===== config.mk =====
export PLATFORM = sky130hd
export DESIGN_NAME = hsr_board_reset_ctrl
export DESIGN_NICKNAME = d
export VERILOG_FILES = /design/src/rtl/hsr_board_reset_ctrl.sv
export SDC_FILE = /design/constraint.sdc
export NUM_CORES = 1
export LEC_CHECK = 0
export CORE_ASPECT_RATIO = 0.75
export CORE_MARGIN = 2
export CORE_UTILIZATION = 45
export DETAILED_ROUTE_END_ITERATION = 10
export PLACE_DENSITY_LB_ADDON = 0.2
export SYNTH_ARGS = -nofsm -noshare
export SYNTH_HDL_FRONTEND = slang
export SYNTH_SLANG_ARGS = --single-unit

===== constraint.sdc =====
create_clock -name gtx_clk -period 3 [get_ports gtx_clk]
set_clock_uncertainty 0.1 [all_clocks]
set_input_delay 0.45 -clock gtx_clk [delete_from_list [all_inputs] [get_ports gtx_clk]]
set_output_delay 0.45 -clock gtx_clk [all_outputs]
set_load 0.1 [all_outputs]

===== src/rtl/hsr_board_reset_ctrl.sv =====
// Board bring-up sequencer for HSR FPGA tops: synchronises lock and reset switch,
// releases the PHY resets one after another, then releases the core once the PHYs settle.
module hsr_board_reset_ctrl #(
  parameter int NUM_PHY       = 3,
  parameter int DEBOUNCE_CYC  = 1250000,
  parameter int PHY_RST_CYC   = 1250000,
  parameter int STAGGER_CYC   = 125,
  parameter int PHY_WAIT_CYC  = 625000,
  parameter int HEARTBEAT_CYC = 31250000
) (
  input  logic               gtx_clk,
  input  logic               reset_n,
  input  logic               pll_locked,
  input  logic               board_rst_sw,
  input  logic               hsr_ready,
  input  logic [2:0]         conf_led,
  output logic [NUM_PHY-1:0] phy_reset_n,
  output logic               sys_reset_n,
  output logic [NUM_PHY-1:0] phy_ready,
  output logic [7:0]         restart_cnt,
  output logic [7:0]         board_led
);

  localparam int SEQ_MAX_A = (PHY_RST_CYC > STAGGER_CYC) ? PHY_RST_CYC : STAGGER_CYC;
  localparam int SEQ_MAX   = (SEQ_MAX_A > PHY_WAIT_CYC) ? SEQ_MAX_A : PHY_WAIT_CYC;
  localparam int CW        = (SEQ_MAX > 1) ? $clog2(SEQ_MAX) : 1;
  localparam int DW        = (DEBOUNCE_CYC > 1) ? $clog2(DEBOUNCE_CYC) : 1;
  localparam int HW        = (HEARTBEAT_CYC > 1) ? $clog2(HEARTBEAT_CYC) : 1;
  localparam int IW        = (NUM_PHY > 1) ? $clog2(NUM_PHY) : 1;

  typedef enum logic [1:0] {
    ST_HOLD    = 2'd0,
    ST_RELEASE = 2'd1,
    ST_SETTLE  = 2'd2,
    ST_RUN     = 2'd3
  } state_t;

  logic               lock_meta_q, lock_s_q, lock_prev_q;
  logic               sw_meta_q, sw_s_q;
  logic               sw_db_q, sw_db_d;
  logic [DW-1:0]      db_cnt_q, db_cnt_d;
  state_t             state_q, state_d;
  logic [CW-1:0]      cnt_q, cnt_d;
  logic [IW-1:0]      idx_q, idx_d;
  logic [NUM_PHY-1:0] phy_rst_q, phy_rst_d;
  logic               sys_rst_q, sys_rst_d;
  logic [NUM_PHY-1:0] phy_rdy_q, phy_rdy_d;
  logic [7:0]         restart_q, restart_d;
  logic               sticky_q, sticky_d;
  logic               seen_run_q, seen_run_d;
  logic               hb_q, hb_d;
  logic [HW-1:0]      hb_cnt_q, hb_cnt_d;
  logic [7:0]         led_q, led_d;
  logic               fault, lock_fall, sw_db_rise;

  // Debounce: the counter only runs while the synced switch disagrees with sw_db.
  always_comb begin
    sw_db_d  = sw_db_q;
    db_cnt_d = '0;
    if (sw_s_q != sw_db_q) begin
      if (db_cnt_q == DW'(DEBOUNCE_CYC - 1)) sw_db_d = sw_s_q;
      else db_cnt_d = db_cnt_q + DW'(1);
    end
  end

  assign fault      = ~lock_s_q | sw_db_q;
  assign lock_fall  = lock_prev_q & ~lock_s_q;
  assign sw_db_rise = sw_db_d & ~sw_db_q;

  always_comb begin
    state_d   = state_q;
    cnt_d     = cnt_q;
    idx_d     = idx_q;
    phy_rst_d = phy_rst_q;
    if (fault) begin
      state_d   = ST_HOLD;
      cnt_d     = '0;
      idx_d     = '0;
      phy_rst_d = '0;
    end else begin
      case (state_q)
        ST_HOLD: begin
          if (cnt_q == CW'(PHY_RST_CYC - 1)) begin
            state_d      = ST_RELEASE;
            cnt_d        = '0;
            idx_d        = '0;
            phy_rst_d    = '0;
            phy_rst_d[0] = 1'b1;
          end else begin
            cnt_d = cnt_q + CW'(1);
          end
        end
        ST_RELEASE: begin
          if (idx_q == IW'(NUM_PHY - 1)) begin
            state_d = ST_SETTLE;
            cnt_d   = '0;
          end else if (cnt_q == CW'(STAGGER_CYC - 1)) begin
            // Released PHYs form a contiguous run of ones from bit 0; extend it by one.
            cnt_d     = '0;
            idx_d     = idx_q + IW'(1);
            phy_rst_d = phy_rst_q | (phy_rst_q << 1);
          end else begin
            cnt_d = cnt_q + CW'(1);
          end
        end
        ST_SETTLE: begin
          if (cnt_q == CW'(PHY_WAIT_CYC - 1)) begin
            state_d = ST_RUN;
            cnt_d   = '0;
          end else begin
            cnt_d = cnt_q + CW'(1);
          end
        end
        default: ;
      endcase
    end
  end

  always_comb begin
    sys_rst_d  = (state_d == ST_RUN);
    phy_rdy_d  = {NUM_PHY{state_d == ST_RUN}};
    seen_run_d = seen_run_q | (state_q == ST_RUN);
    restart_d  = restart_q;
    if ((state_q != ST_HOLD) && (state_d == ST_HOLD) && (restart_q != 8'hFF))
      restart_d = restart_q + 8'd1;
    sticky_d = sticky_q;
    if (sw_db_rise) sticky_d = 1'b0;
    if (lock_fall && ((state_q != ST_HOLD) || seen_run_q)) sticky_d = 1'b1;
    // Heartbeat restarts from zero on the RUN entry edge.
    hb_d     = 1'b0;
    hb_cnt_d = '0;
    if ((state_d == ST_RUN) && (state_q == ST_RUN)) begin
      hb_d = hb_q;
      if (hb_cnt_q == HW'(HEARTBEAT_CYC - 1)) hb_d = ~hb_q;
      else hb_cnt_d = hb_cnt_q + HW'(1);
    end
    led_d = {state_d, sticky_d, hb_d, conf_led, hsr_ready & sys_rst_d};
  end

  always_ff @(posedge gtx_clk or negedge reset_n) begin
    if (!reset_n) begin
      lock_meta_q <= 1'b0;
      lock_s_q    <= 1'b0;
      lock_prev_q <= 1'b0;
      sw_meta_q   <= 1'b0;
      sw_s_q      <= 1'b0;
      sw_db_q     <= 1'b0;
      db_cnt_q    <= '0;
      state_q     <= ST_HOLD;
      cnt_q       <= '0;
      idx_q       <= '0;
      phy_rst_q   <= '0;
      sys_rst_q   <= 1'b0;
      phy_rdy_q   <= '0;
      restart_q   <= 8'd0;
      sticky_q    <= 1'b0;
      seen_run_q  <= 1'b0;
      hb_q        <= 1'b0;
      hb_cnt_q    <= '0;
      led_q       <= 8'd0;
    end else begin
      lock_meta_q <= pll_locked;
      lock_s_q    <= lock_meta_q;
      lock_prev_q <= lock_s_q;
      sw_meta_q   <= board_rst_sw;
      sw_s_q      <= sw_meta_q;
      sw_db_q     <= sw_db_d;
      db_cnt_q    <= db_cnt_d;
      state_q     <= state_d;
      cnt_q       <= cnt_d;
      idx_q       <= idx_d;
      phy_rst_q   <= phy_rst_d;
      sys_rst_q   <= sys_rst_d;
      phy_rdy_q   <= phy_rdy_d;
      restart_q   <= restart_d;
      sticky_q    <= sticky_d;
      seen_run_q  <= seen_run_d;
      hb_q        <= hb_d;
      hb_cnt_q    <= hb_cnt_d;
      led_q       <= led_d;
    end
  end

  assign phy_reset_n = phy_rst_q;
  assign sys_reset_n = sys_rst_q;
  assign phy_ready   = phy_rdy_q;
  assign restart_cnt = restart_q;
  assign board_led   = led_q;

endmodule


==> results.sh <==
export IMPL_root_buffer="clkbuf_16"
export IMPL_grt_ovfl_total=0
export IMPL_timing_fmax_mhz=377
export IMPL_max_slew_margin_pct=51.4
export IMPL_clk_pin_slew_ns=0.07
export IMPL_min_period_ns=2.66
export IMPL_fin_cells=653
export IMPL_worst_r2r_endpoint="restart_cnt[7]"
export IMPL_finalCritPeriodShare_pct=88.5
export IMPL_h_tree_depth=3
export IMPL_place_ws_ns=0.218
export IMPL_first_pass_iters=4
export IMPL_tns_ns=0
export IMPL_cts_setup_buffers=0
export IMPL_wire_per_inst_um=14.5
export IMPL_clockBufferDepth=2
export IMPL_p_leak_nw=2.33
export IMPL_rsz0062_at_grt="no"
export IMPL_syn_area_per_cell_um2=9.91
export IMPL_post_cts_resized=0
export IMPL_drv_slew=0
export IMPL_fp_dieArea_um2=11500
export IMPL_viasPerCell=5.38
export IMPL_yosysTopAreaCell="dfrtp_1"
export IMPL_async_reset_ff_share_pct=100
export IMPL_cap_violations=0
export IMPL_tightest_slew_ns=0.724
export IMPL_finalHoldViolations=0
export IMPL_fillers=924
export IMPL_dpl_cell_area_um2=5150
export IMPL_synth_warnings=0
export IMPL_gp_congestion=0.822
export IMPL_drtAntennaViolNets=0
export IMPL_yosysUniqueCellTypes=49
export IMPL_rrSetupSlack_ns=0.34
export IMPL_netlist_area_um2=4770
export IMPL_grt_start_max_net_pins=56
export IMPL_cp_arrival_ns=2.78
export IMPL_reg2reg_from="board_led[7]"
export IMPL_cts_hold_buf=0
export IMPL_post_route_drc_count=0
export IMPL_worstSetupEndpointType="register"
export IMPL_mostFrequentLayoutCells="94 x dfrtp_1, 75 x nor2_1, 38 x xor2_1"
export IMPL_clock_sinks=96
export IMPL_synth_nets=500
export IMPL_crit_type="reg -> reg"
export IMPL_num_rows=32
export IMPL_core_um2=10300
export IMPL_critPathLaunchType="register"
export IMPL_num_antenna_cells=0
export IMPL_synth_edff_count=0
export IMPL_dp_hpwl_um=6590
export IMPL_drt_iter0_markers=274
export IMPL_crit_fanout=10
export IMPL_worstPathRequired_ns=3.13
export IMPL_area_delta_synth_final_pct=14.2
export IMPL_syn_inst=482
export IMPL_fin_ws_ns=0.345
export IMPL_ir_drop_uv=293
export IMPL_die_y_um=93.2
export IMPL_powerDensity_nw_per_um2=469
export IMPL_cts_made_buffers=9
export IMPL_drive_above_1_share_pct=12.0
export IMPL_min_path_type="in -> async"
export IMPL_synthFlopType="dfrtp_1"
export IMPL_dr_total_vias=3513
export IMPL_ys_seq_area_share_pct=50.3
export IMPL_ys_ff_latch=96
export IMPL_layout_nets=530
export IMPL_setup_viol_count_final=0
export IMPL_portBuffers=30
export IMPL_io_pins=31
export IMPL_start_util_pct=46.4
export IMPL_antenna_found_initial=0
export IMPL_clk_latency_ns=0.34
export IMPL_cts_tree="done"
export IMPL_finish_instance_area_um2=5450
export IMPL_grt_usage_pct=17.8
export IMPL_grt_pass1_wl_um=16400
export IMPL_wirelength_um=9490
export IMPL_ff2ff_path_depth=8
export IMPL_dp_cells=637
export IMPL_outcome="complete, no violations"
export IMPL_grt_pass1_vias=3453
export IMPL_yosys_top_cells_area="dfrtp_1 50%, xor2_1 7.0%, nor2_1 5.9%"
export IMPL_layout_commonest_cell="dfrtp_1"
export IMPL_die_width_um=123
export IMPL_synth_top_area_share_pct=50.3
export IMPL_p_total_mw=2.55
cell usage after synthesis, types with 6 or more instances:
cell type and count:
and3_1 12, and4_1 7, clkbuf_1 8, dfrtp_1 96, ha_1 10, inv_1 16
nand2_1 34, nand2b_1 6, nand3_1 37, nand4_1 20, nor2_1 75, nor3_1 14
nor4_1 10, nor4b_1 7, o21ai_0 8, xnor2_1 26, xor2_1 38
logic make-up after synthesis:
logic type	share of synthesized area, %
AO/OA/AOI/OAI	4.93
XOR/XNOR	11.7
adder cells (fa/ha/maj)	2.62
buffers and inverters	3.12
flip-flops	50.3
multiplexers	0.707
AND/OR/NAND/NOR	26.6
sequential cells by signal (all words and copies together) (netlist names):
signal and count:
phy_ready 1, sw_meta_q 1, lock_meta_q 1, lock_prev_q 1, seen_run_q 1, cnt_q 21
lock_s_q 1, sw_s_q 1, idx_q 2, restart_cnt 8, hb_cnt_q 25, db_cnt_q 21
board_led 8, phy_reset_n 3, sw_db_q 1
area by class of cell:
| cell class | instances | area (um2) | area share [%] |
|---|---|---|---|
| repair buffers | 35 | 290 | 5.32 |
| clock inverters | 7 | 71.3 | 1.31 |
| well taps | 136 | 170 | 3.12 |
| flip-flops and latches | 96 | 2400 | 44.1 |
| inverters | 16 | 60.1 | 1.10 |
| clock buffers | 9 | 225 | 4.13 |
| multi-input cells | 354 | 2230 | 40.9 |
critical path: stages (launching register included):
cell and delay [ns]:
dfrtp_2 0.42, inv_1 0.10, ha_1 0.30, nor2b_1 0.19, o41ai_1 0.32, a21oi_1 0.14
or2_2 0.34, nor4_1 0.26, mux2_2 0.36
how the worst max path moves through the flow:
stage / start / endpoint / slack (ns) / depth (start not counted)
after floorplan: board_led[7] / restart_cnt[7] / 0.05 / 9
after global placement: board_led[7] / cnt_q[17] / 0.34 / 8
after detailed placement: board_led[7] / cnt_q[17] / 0.22 / 8
after CTS: board_led[7] / cnt_q[17] / 0.21 / 8
after global routing: board_led[7] / restart_cnt[7] / 0.04 / 8
final: board_led[7] / restart_cnt[7] / 0.34 / 8
metrics by stage:
step / hold WS (ns) / utilization (%)
after floorplan: 0.0544 / -
after global placement: 0.233 / 50.0
after detailed placement: 0.235 / 50.0
after CTS: 0.0864 / 52.9
after global routing: 0.101 / 53.0
final: 0.0585 / 53.0
layer usage:
layer | GRT usage, % | vias up | wire [um]
met5 | 0 | - | 0
met4 | 4.31 | 0 | 86
met3 | 5.24 | 10 | 381
met2 | 25.4 | 59 | 4090
met1 | 26.5 | 1720 | 4940
li1 | - | 1724 | -
report_power, final:
part	leakage [nW]	total, mW	switching (mW)	internal, mW
Combinational	0.873	0.0932	0.0663	0.0268
Sequential	1.31	1.32	0.0105	1.31
Clock	0.143	1.15	0.498	0.647
Total	2.33	2.55	0.575	1.98
No activity file was read; power rests on OpenSTA's default activity.
